$ cat src/rtl/if_fetch_ctrl.sv
// Instruction-fetch stage: one instruction-bus read per PC, stall request until
// the read completes, IF/ID register for decode, and discard of flushed responses.
module if_fetch_ctrl #(
    parameter int ADDR_W = 32,
    parameter int EXC_W  = 8
) (
    input  logic              clk,
    input  logic              rst,
    input  logic [ADDR_W-1:0] pc,
    input  logic              i_en,
    input  logic [EXC_W-1:0]  excp,
    input  logic              stall,
    input  logic              flush,
    output logic              i_req,
    output logic [ADDR_W-1:0] i_addr,
    input  logic              i_addr_ok,
    input  logic              i_data_ok,
    input  logic [ADDR_W-1:0] i_rdata,
    output logic              stall_req,
    output logic              id_valid,
    output logic [ADDR_W-1:0] id_pc,
    output logic [ADDR_W-1:0] id_inst,
    output logic [EXC_W-1:0]  id_excp
);

    typedef enum logic [2:0] {
        S_IDLE      = 3'd0,
        S_REQ       = 3'd1,
        S_WAIT      = 3'd2,
        S_HOLD      = 3'd3,
        S_DROP_REQ  = 3'd4,
        S_DROP_WAIT = 3'd5
    } state_t;

    state_t            state_r;
    logic [ADDR_W-1:0] buf_r;
    logic [ADDR_W-1:0] req_addr_r;
    logic              excp_s;
    logic              idle_req_s;
    logic              done_s;
    logic              drop_s;
    logic              req_s;
    logic [ADDR_W-1:0] fetch_inst_s;

    // Bus request, completion and stall decode from the current state.
    always_comb begin
        excp_s       = (excp != {EXC_W{1'b0}});
        idle_req_s   = i_en & ~excp_s & ~flush;
        drop_s       = (state_r == S_DROP_REQ) | (state_r == S_DROP_WAIT);
        req_s        = 1'b0;
        done_s       = 1'b0;
        fetch_inst_s = {ADDR_W{1'b0}};
        case (state_r)
            S_IDLE: begin
                req_s  = idle_req_s;
                done_s = i_en & excp_s;
            end
            S_REQ:       req_s = 1'b1;
            S_WAIT: begin
                done_s       = i_data_ok;
                fetch_inst_s = i_rdata;
            end
            S_HOLD: begin
                done_s       = 1'b1;
                fetch_inst_s = buf_r;
            end
            S_DROP_REQ:  req_s = 1'b1;
            S_DROP_WAIT: req_s = 1'b0;
            default:     req_s = 1'b0;
        endcase
        // Outputs read 0 while reset is held, whatever the PC stage drives.
        i_req     = rst & req_s;
        stall_req = rst & (drop_s | (i_en & ~done_s & ~flush));
        // A request abandoned by a flush keeps its original address until accepted.
        i_addr    = (state_r == S_DROP_REQ) ? req_addr_r : pc;
    end

    // Fetch state machine and the stall-time instruction buffer.
    always_ff @(posedge clk or negedge rst) begin
        if (!rst) begin
            state_r    <= S_IDLE;
            buf_r      <= {ADDR_W{1'b0}};
            req_addr_r <= {ADDR_W{1'b0}};
        end else begin
            case (state_r)
                S_IDLE: begin
                    if (idle_req_s) begin
                        req_addr_r <= pc;
                        state_r    <= i_addr_ok ? S_WAIT : S_REQ;
                    end
                end
                S_REQ: begin
                    if (flush) begin
                        state_r <= i_addr_ok ? S_DROP_WAIT : S_DROP_REQ;
                    end else if (i_addr_ok) begin
                        state_r <= S_WAIT;
                    end
                end
                S_WAIT: begin
                    if (flush) begin
                        state_r <= i_data_ok ? S_IDLE : S_DROP_WAIT;
                    end else if (i_data_ok) begin
                        if (stall) begin
                            buf_r   <= i_rdata;
                            state_r <= S_HOLD;
                        end else begin
                            state_r <= S_IDLE;
                        end
                    end
                end
                S_HOLD: begin
                    if (flush || !stall) begin
                        state_r <= S_IDLE;
                    end
                end
                S_DROP_REQ: begin
                    if (i_addr_ok) begin
                        state_r <= S_DROP_WAIT;
                    end
                end
                S_DROP_WAIT: begin
                    if (i_data_ok) begin
                        state_r <= S_IDLE;
                    end
                end
                default: state_r <= S_IDLE;
            endcase
        end
    end

    // IF/ID register: flush clears, stall holds, otherwise deliver or bubble.
    always_ff @(posedge clk or negedge rst) begin
        if (!rst) begin
            id_valid <= 1'b0;
            id_pc    <= {ADDR_W{1'b0}};
            id_inst  <= {ADDR_W{1'b0}};
            id_excp  <= {EXC_W{1'b0}};
        end else if (flush) begin
            id_valid <= 1'b0;
            id_pc    <= {ADDR_W{1'b0}};
            id_inst  <= {ADDR_W{1'b0}};
            id_excp  <= {EXC_W{1'b0}};
        end else if (stall) begin
            id_valid <= id_valid;
        end else if (done_s) begin
            id_valid <= 1'b1;
            id_pc    <= pc;
            id_inst  <= fetch_inst_s;
            id_excp  <= excp;
        end else begin
            id_valid <= 1'b0;
            id_pc    <= pc;
            id_inst  <= {ADDR_W{1'b0}};
            id_excp  <= {EXC_W{1'b0}};
        end
    end

endmodule

$ cat config.mk
export PLATFORM = sky130hd
export DESIGN_NAME = if_fetch_ctrl
export DESIGN_NICKNAME = d
export VERILOG_FILES = /design/src/rtl/if_fetch_ctrl.sv
export SDC_FILE = /design/constraint.sdc
export NUM_CORES = 1
export LEC_CHECK = 0
export ABC_AREA = 0
export BUFFER_PORTS_ARGS = -buffer_cell sky130_fd_sc_hd__buf_2
export CORE_MARGIN = 1
export CORE_UTILIZATION = 50
export DETAILED_ROUTE_END_ITERATION = 16
export PLACE_DENSITY = 0.76
export SYNTH_ARGS = -nofsm -noshare
export SYNTH_HDL_FRONTEND = slang
export SYNTH_SLANG_ARGS = --single-unit
export TNS_END_PERCENT = 1
$ cat constraint.sdc
create_clock -name clk -period 5.3 [get_ports clk]
set_input_delay 0.53 -clock clk [delete_from_list [all_inputs] [get_ports clk]]
set_output_delay 0.53 -clock clk [all_outputs]
set_load 0.05 [all_outputs]
==> metrics.md, run 1 <==
| Metric | Value |
|---|---|
| Fin. max-slew vios | `0` |
| Die Span Y | `approximately 110 µm` |
| Met3 routed WL | `622 µm` |
| YS warnings | `0` |
| Maximum clock skew at final layout | `around 9 ps` |
| Multi-input logic area | `2480 µm²` |
| Vias after detailed routing | `approximately 4,500` |
| Part of the cycle the worst path needs | `around 55%` |
| Average wire length per cell after detail routing | `around 17 µm` |
| Final cell area excluding filler cells | `7780 µm²` |
| Number of synthesized register bits | `140` |
| Summed instance area of the synthesized netlist | `approximately 6200 µm²` |
| Headroom to the max-slew limit | `approximately a third` |
| CTS max path bufs | `2` |
| Final Wtd Congestion | `0.806` |
| Vias in the first global route | `roughly 4,700` |
| Final count of negative-setup-slack endpoints | `0` |
| Pin count of the biggest net entering global routing | `82` |
| Share of the synthesized netlist area taken by xor and xnor gates | `less than 1%` |
| Min Tclk post-route | `~2900 ps` |
| Kind of cell adding the most delay to the critical path | `buffers and inverters` |
| Core box area | `between 10,000 and 15,000 µm²` |
| Source of the worst register-to-register timing path | `state_r[2]` |
| Count of buffering cells on the critical path with inverters included | `3` |
| F_max | `~0.34 GHz` |
| Largest family of logic cells by synthesized area | `multiplexers` |
| Clock tree from TritonCTS | `yes` |
| GRT Util Overall | `a little under a quarter` |
| Most used standard cell by instance count after synthesis | `sky130_fd_sc_hd__dfrtp_1` |
| Number of flops mapped to enable cells by yosys | `0` |
| Clk Latency, worst-skew pair | `~410 ps` |
| Adder and majority gate portion of the synthesized area | `0%` |
| Initial detailed-routing violation count | `230` |
| Delay contributed by the slowest stage of the critical path | `approximately 600 ps` |
| Result of the run | `completed` |
| Largest cells by area after synthesis | `sky130_fd_sc_hd__dfrtp_1 (57%), sky130_fd_sc_hd__mux2_2 (16%), sky130_fd_sc_hd__mux2i_1 (5.5%)` |
| HPWL after detailed placement | `between 9000 and 10,000 µm` |
| PostCTS Resize Cnt | `0` |
| Die ar. | `12,800 µm²` |
| Antenna-violating nets left | `0` |
| Effective utilization at floorplan | `just over 50%` |
| Proportion of netlist area held by the largest area contributor | `56.9%` |
| Max-cap violation count | `0` |
| Via-per-instance ratio | `about 5.5` |
| Post-synthesis average cell area | `12.5 µm²` |
| Max VDD drop | `approximately 0.22 mV` |
| GRT Residual Overflow | `0` |
| Highest metal layer with signal wires | `met4` |
| Horizontal die dimension | `between 100 and 150 µm` |
| Number of clock sinks seen by CTS | `140` |
| Antenna violations before repair | `0` |
| Master cell of the clock root buffer | `sky130_fd_sc_hd__clkbuf_16` |
| Wire length reported by the detailed router | `about 14,000 µm` |
| Worst slack on hold paths | `91.3 ps` |
| Detailed-route DRC error count | `0` |
| Unrepaired setup endpoints after global routing | `no` |
| Placed inst area | `a little over 7000 µm²` |
| Number of buffers added by the clock tree synthesis step | `17` |
| Unique cell type count in the Yosys netlist | `38` |
| Detailed-routing iteration count for the pre-antenna-repair pass | `5` |
| Share of cells above drive strength 1 | `47.2%` |
| Cell type contributing the most total cell area after synthesis | `sky130_fd_sc_hd__dfrtp_1` |
| Hold Crit Class | `primary input to async pin` |
| Nets | `750` |
| Post-Syn Nets | `approximately 570` |
| CP startpoint | `flush` |
| Buffers on Ports | `around 190` |
| Slew at the pin with the worst max-slew slack | `around 1000 ps` |
| Routed met1 length | `around 6000 µm` |
| Most frequent cells after synthesis | `sky130_fd_sc_hd__dfrtp_1 (140), sky130_fd_sc_hd__mux2_2 (90), sky130_fd_sc_hd__nand2_1 (40)` |
| I/O pin count | `approximately 190` |
| Post-synth top flop | `sky130_fd_sc_hd__dfrtp_1` |
| Compound-cell area share of the yosys netlist | `approximately a tenth` |
| Worst EP required | `4770 ps` |
| Number of placed instances, taps included | `~800` |
| Arrival time of the worst setup path | `approximately 2400 ps` |
| Clk slew on worst S/H paths | `about 60 ps` |
| Launching element type of the critical path | `primary input` |
| Category of the most critical setup path | `primary input to output port` |
| Postcts setup bufs | `0` |
| Filler cell count | `about 940` |
| Slowest CP cell | `sky130_fd_sc_hd__buf_2` |
| Met2 Routed Length | `around 7400 µm` |
| Hold-fix buffers, CTS | `0` |
| Sequential share of the synthesized area | `roughly 57%` |
| Count of H-tree levels built during CTS | `4` |
| Placement row count | `40` |
| Largest fanout on the critical path | `44` |
| Element type at the critical path end | `output port` |
| Leak Pwr | `about 4 nW` |
| Final instance count without filler cells | `slightly above 800` |
| Basic-gate share of the synthesized area counting and, or, nand and nor cells | `6.93%` |
| CP Cell Sequence | `buf_2, nand2b_1, nor4_1, nand3_1, buf_4, a21boi_0, buf_2` |
| Final count of hold timing violations | `0` |
| Area occupied by registers | `3500 µm²` |
| Antenna diode count | `0` |
| Wire length of the first global-routing pass | `between 20,000 and 25,000 µm` |
| PD cells | `around 470 nW/µm²` |
| Share of cell area taken by muxes after synthesis | `between 20% and 30%` |
| Cell repeated most along the worst path | `sky130_fd_sc_hd__buf_2` |
| Fraction of registers with async set or reset after synthesis | `100%` |
| Synth-to-layout area growth | `26.4%` |
| Mapped Cells | `roughly 500` |
| Setup TNS after final layout | `0 ps` |
## kinds of logic (layout without fill, tap and decap cells)
kind of cell | count (synthesis) | after routing
flip-flops | 140 | 140
multiplexers | 130 | 130
AND/OR/NAND/NOR | 94 | 94
AO/OA/AOI/OAI | 91 | 91
buffers and inverters | 38 | 228
XOR/XNOR | 1 | 1
## cell usage in the layout, fill, tap and decap left out, types with 2 or more instances in the layout
cell                          n
sky130_fd_sc_hd__buf_2      184
sky130_fd_sc_hd__dfrtp_1    140
sky130_fd_sc_hd__mux2_2      90
sky130_fd_sc_hd__nand2_1     40
sky130_fd_sc_hd__mux2i_1     34
sky130_fd_sc_hd__nor2_1      33
sky130_fd_sc_hd__a22oi_1     32
sky130_fd_sc_hd__o21ai_1     29
sky130_fd_sc_hd__clkbuf_16   17
sky130_fd_sc_hd__a22o_1       8
sky130_fd_sc_hd__buf_4        8
sky130_fd_sc_hd__o21ai_0      7
sky130_fd_sc_hd__clkbuf_8     7
sky130_fd_sc_hd__mux2_1       6
sky130_fd_sc_hd__a21oi_1      5
sky130_fd_sc_hd__inv_1        3
sky130_fd_sc_hd__nor2_2       3
sky130_fd_sc_hd__nand2b_1     3
sky130_fd_sc_hd__a31oi_1      3
sky130_fd_sc_hd__clkbuf_1     3
sky130_fd_sc_hd__nor4_2       2
sky130_fd_sc_hd__o31ai_1      2
sky130_fd_sc_hd__and3_1       2
sky130_fd_sc_hd__o21bai_1     2
sky130_fd_sc_hd__clkinv_2     2
sky130_fd_sc_hd__bufinv_16    2
## worst reg2reg max path, delay by kind of cell (launching register included)
kind	cells	cell delay (ps)
muxes	1	410
and+or+nand+nor	3	620
DFF	1	520
buffers and inverters	2	710
## final timing paths
path	slack [ps]	to	cells past startpoint
max in group asynchronous	3770	req_addr_r[6]	2
max reg2reg	2920	buf_r[22]	6
min reg2reg	480	id_inst[29]	2
min	90	req_addr_r[5]	1
max	2390	i_req	7
min in group clk	360	buf_r[19]	2
## where the power goes
group	total (mW)	switching (mW)	internal [mW]	leakage, nW
registers	1.38	0.131	1.25	1.87
clock network	1.20	0.419	0.780	0.300
logic	1.07	0.688	0.380	1.81
total	3.65	1.24	2.41	3.98
## flip-flops by register name, summed over array words and instances (netlist names)
name,flops
buf_r,32
req_addr_r,32
id_pc,32
state_r,3
id_valid,1
id_inst,32
id_excp,8
## final cells by class
class                           instances  share of cell area (%)
Sequential cell                       140                    45.0
Multi-Input combinational cell        316                    31.8
Tap cell                              147                    2.36
Inverter                                3                   0.145
Clock inverter                          5                   0.997
Clock buffer                           27                    6.85
Timing Repair Buffer                  193                    12.8
## through the flow
step / worst slack (ps) / util, % / power, mW
2_1_floorplan: 2250 / - / 2.21
3_3_place_gp: 2440 / 59.7 / 2.43
3_5_place_dp: 2360 / 59.7 / 2.47
4_1_cts: 2370 / 64.8 / 3.68
5_1_grt: 2230 / 64.8 / 3.84
6_report: 2390 / 64.8 / 3.65
## layer usage
metal  track usage [%]  vias to the layer above
met3              7.18                       19
met1              29.8                     2265
li1                  -                     2123
met2              38.1                      123
met5                 0                        -
met4              9.82                        0
No activity file was read; power rests on OpenSTA's default activity.
==> run 2: changes to the inputs <==
CORE_UTILIZATION = 47   (was 50)
PLACE_DENSITY = 0.75   (was 0.76)
clock period = 2.37 ns   (was 5.3 ns; I/O delays follow)
==> run 2 against run 1 <==
  * Register-to-register slack worse by 2500 ps
  * Clock-buffer cell count down 2
  * Via count up 3.6%
  * Power up 130%
==> metrics.md, run 2 (synthesis results as in run 1) <==
| Metric | Value |
|---|---|
| Result of the run | `completed` |
| Last element of the critical path | `i_addr[2]` |
| Category of the most critical setup path | `flip-flop to output port` |
| Maximum clock skew at final layout | `approximately 7.5 ps` |
| Launching element type of the critical path | `flip-flop` |
| Final cell area excluding filler cells | `about 8000 µm²` |
| GRT Residual Overflow | `0` |
| Max VDD drop | `around 0.6 mV` |
| Leading cell types in the layout, fill and taps excluded | `sky130_fd_sc_hd__buf_2 (179), sky130_fd_sc_hd__dfrtp_1 (137), sky130_fd_sc_hd__mux2_2 (90)` |
| Die Span Y | `~120 µm` |
| Antenna-violating nets left | `0` |
| Vias in the first global route | `about 4,600` |
| CP startpoint | `state_r[1]` |
| Clk slew on worst S/H paths | `around 50 ps` |
| Element type at the critical path end | `output port` |
| Share of cells above drive strength 1 | `48.2%` |
| PD cells | `around 1100 nW/µm²` |
| Min Tclk post-route | `2280 ps` |
| Final Wtd Congestion | `between 0.8 and 0.9` |
| Pin count of the biggest net entering global routing | `96` |
| Most common library cell in the layout ignoring fill and taps | `sky130_fd_sc_hd__buf_2` |
| Vias after detailed routing | `4,691` |
| F_max | `roughly 0.44 GHz` |
| Leak Pwr | `4.06 nW` |
| Max-cap violation count | `0` |
| Initial detailed-routing violation count | `239` |
| Endpoint of the worst register-to-register path | `id_inst[1]` |
| Buffers on Ports | `approximately 190` |
| Part of the cycle the worst path needs | `between 90% and 100%` |
| Core box area | `12,700 µm²` |
| Hold Crit Class | `primary input to flip-flop` |
| Worst r2r path cells | `6` |
| Clock tree from TritonCTS | `yes` |
| Fin. max-slew vios | `0` |
| Die ar. | `about 14,000 µm²` |
| Number of clock sinks seen by CTS | `140` |
| Slew at the pin with the worst max-slew slack | `593 ps` |
| Total Power | `about 8.4 mW` |
| Headroom to the max-slew limit | `60.4%` |
| Synth-to-layout area growth | `29.9%` |
| Number of buffers added by the clock tree synthesis step | `17` |
| Source of the worst register-to-register timing path | `state_r[2]` |
| Setup TNS after final layout | `0 ps` |
| Worst EP required | `around 2100 ps` |
| Setup slack of the most critical reg-to-reg path | `390 ps` |
| Largest fanout on the critical path | `16` |
| Filler cell count | `between 1,000 and 1,500` |
| Detailed-routing iteration count for the pre-antenna-repair pass | `4` |
| Average wire length per cell after detail routing | `17.3 µm` |
| Arrival time of the worst setup path | `2050 ps` |
| HPWL after detailed placement | `approximately 9500 µm` |
| Final count of negative-setup-slack endpoints | `0` |
| Via-per-instance ratio | `~5.4` |
| Final count of hold timing violations | `0` |
| Placed inst area | `slightly above 7000 µm²` |
| Antenna violations before repair | `1` |
| Horizontal die dimension | `116 µm` |
| Master cell of the clock root buffer | `sky130_fd_sc_hd__clkbuf_16` |
| Clk Latency, worst-skew pair | `about 410 ps` |
| Wire length reported by the detailed router | `15,000 µm` |
| Wire length of the first global-routing pass | `23,100 µm` |
| I/O pin count | `186` |
| Nets | `759` |
| Placement row count | `41` |
| GRT Util Overall | `22.8%` |
| Detailed-route DRC error count | `0` |
| Count of H-tree levels built during CTS | `4` |
| Effective utilization at floorplan | `between 40% and 50%` |
| Unrepaired setup endpoints after global routing | `no` |
| CTS max path bufs | `2` |
[run 2: where the power goes]
part           switching (mW)  leakage (nW)  internal, mW  total [mW]
sequential              0.231          1.87          2.81        3.04
clock                   0.955         0.301          1.76        2.72
combinational            1.67          1.89         0.987        2.66
[run 2: metal layers]
layer	GRT usage, %	up-vias	routed length [µm]
met3	5.40	26	708
met2	37.3	136	7550
met1	28.3	2388	6380
met4	11.4	0	387
li1	-	2141	-
met5	0	-	0
[run 2: worst max-delay path: stages (launching register included)]
cell	delay, ps
sky130_fd_sc_hd__dfrtp_2	410
sky130_fd_sc_hd__inv_2	90
sky130_fd_sc_hd__nand2_1	120
sky130_fd_sc_hd__nor2_4	150
sky130_fd_sc_hd__buf_4	160
sky130_fd_sc_hd__buf_16	150
sky130_fd_sc_hd__mux2_2	330
sky130_fd_sc_hd__buf_2	210
[run 2: stage by stage]
step	hold slack (ps)	cells	utilization, %	setup WS (ps)
after floorplan	-58.6	494	-	172
after global placement	209	826	57.4	386
after detailed placement	218	826	57.4	379
after CTS	37.4	864	63.0	13.5
after global routing	55.6	866	63.1	2.47
final	56.2	866	63.1	87.4
[run 2: layout make-up]
| cell class | instances | area [µm²] | area share (%) |
|---|---|---|---|
| Antenna cell | 1 | 2.50 | 0.0313 |
| Inverter | 3 | 11.3 | 0.141 |
| Clock buffer | 25 | 495 | 6.20 |
| Multi-Input combinational cell | 316 | 2480 | 31.1 |
| Clock inverter | 7 | 110 | 1.38 |
| Sequential cell | 140 | 3510 | 43.9 |
| Timing Repair Buffer | 202 | 1170 | 14.6 |
| Tap cell | 172 | 215 | 2.69 |
[run 2: how the worst min path moves through the flow]
stage,start,to,slack [ps],depth (start not counted)
final,i_rdata[5],buf_r[5],60,2
after global routing,i_rdata[5],buf_r[5],60,2
after CTS,i_rdata[5],buf_r[5],40,2
after detailed placement,rst,id_inst[16],220,1
after global placement,rst,state_r[2],210,1
after floorplan,rst,buf_r[0],-60,0
[run 2: repair_timing]
action                                  4_1_cts  5_1_grt
pin swaps                                     1        1
endpoints found under the hold margin        45        0
hold buffers                                  1        0
endpoints found under the setup margin       32       25
gates resized for setup                       9        1
gates cloned                                  2        0
buffers inserted                              3        1
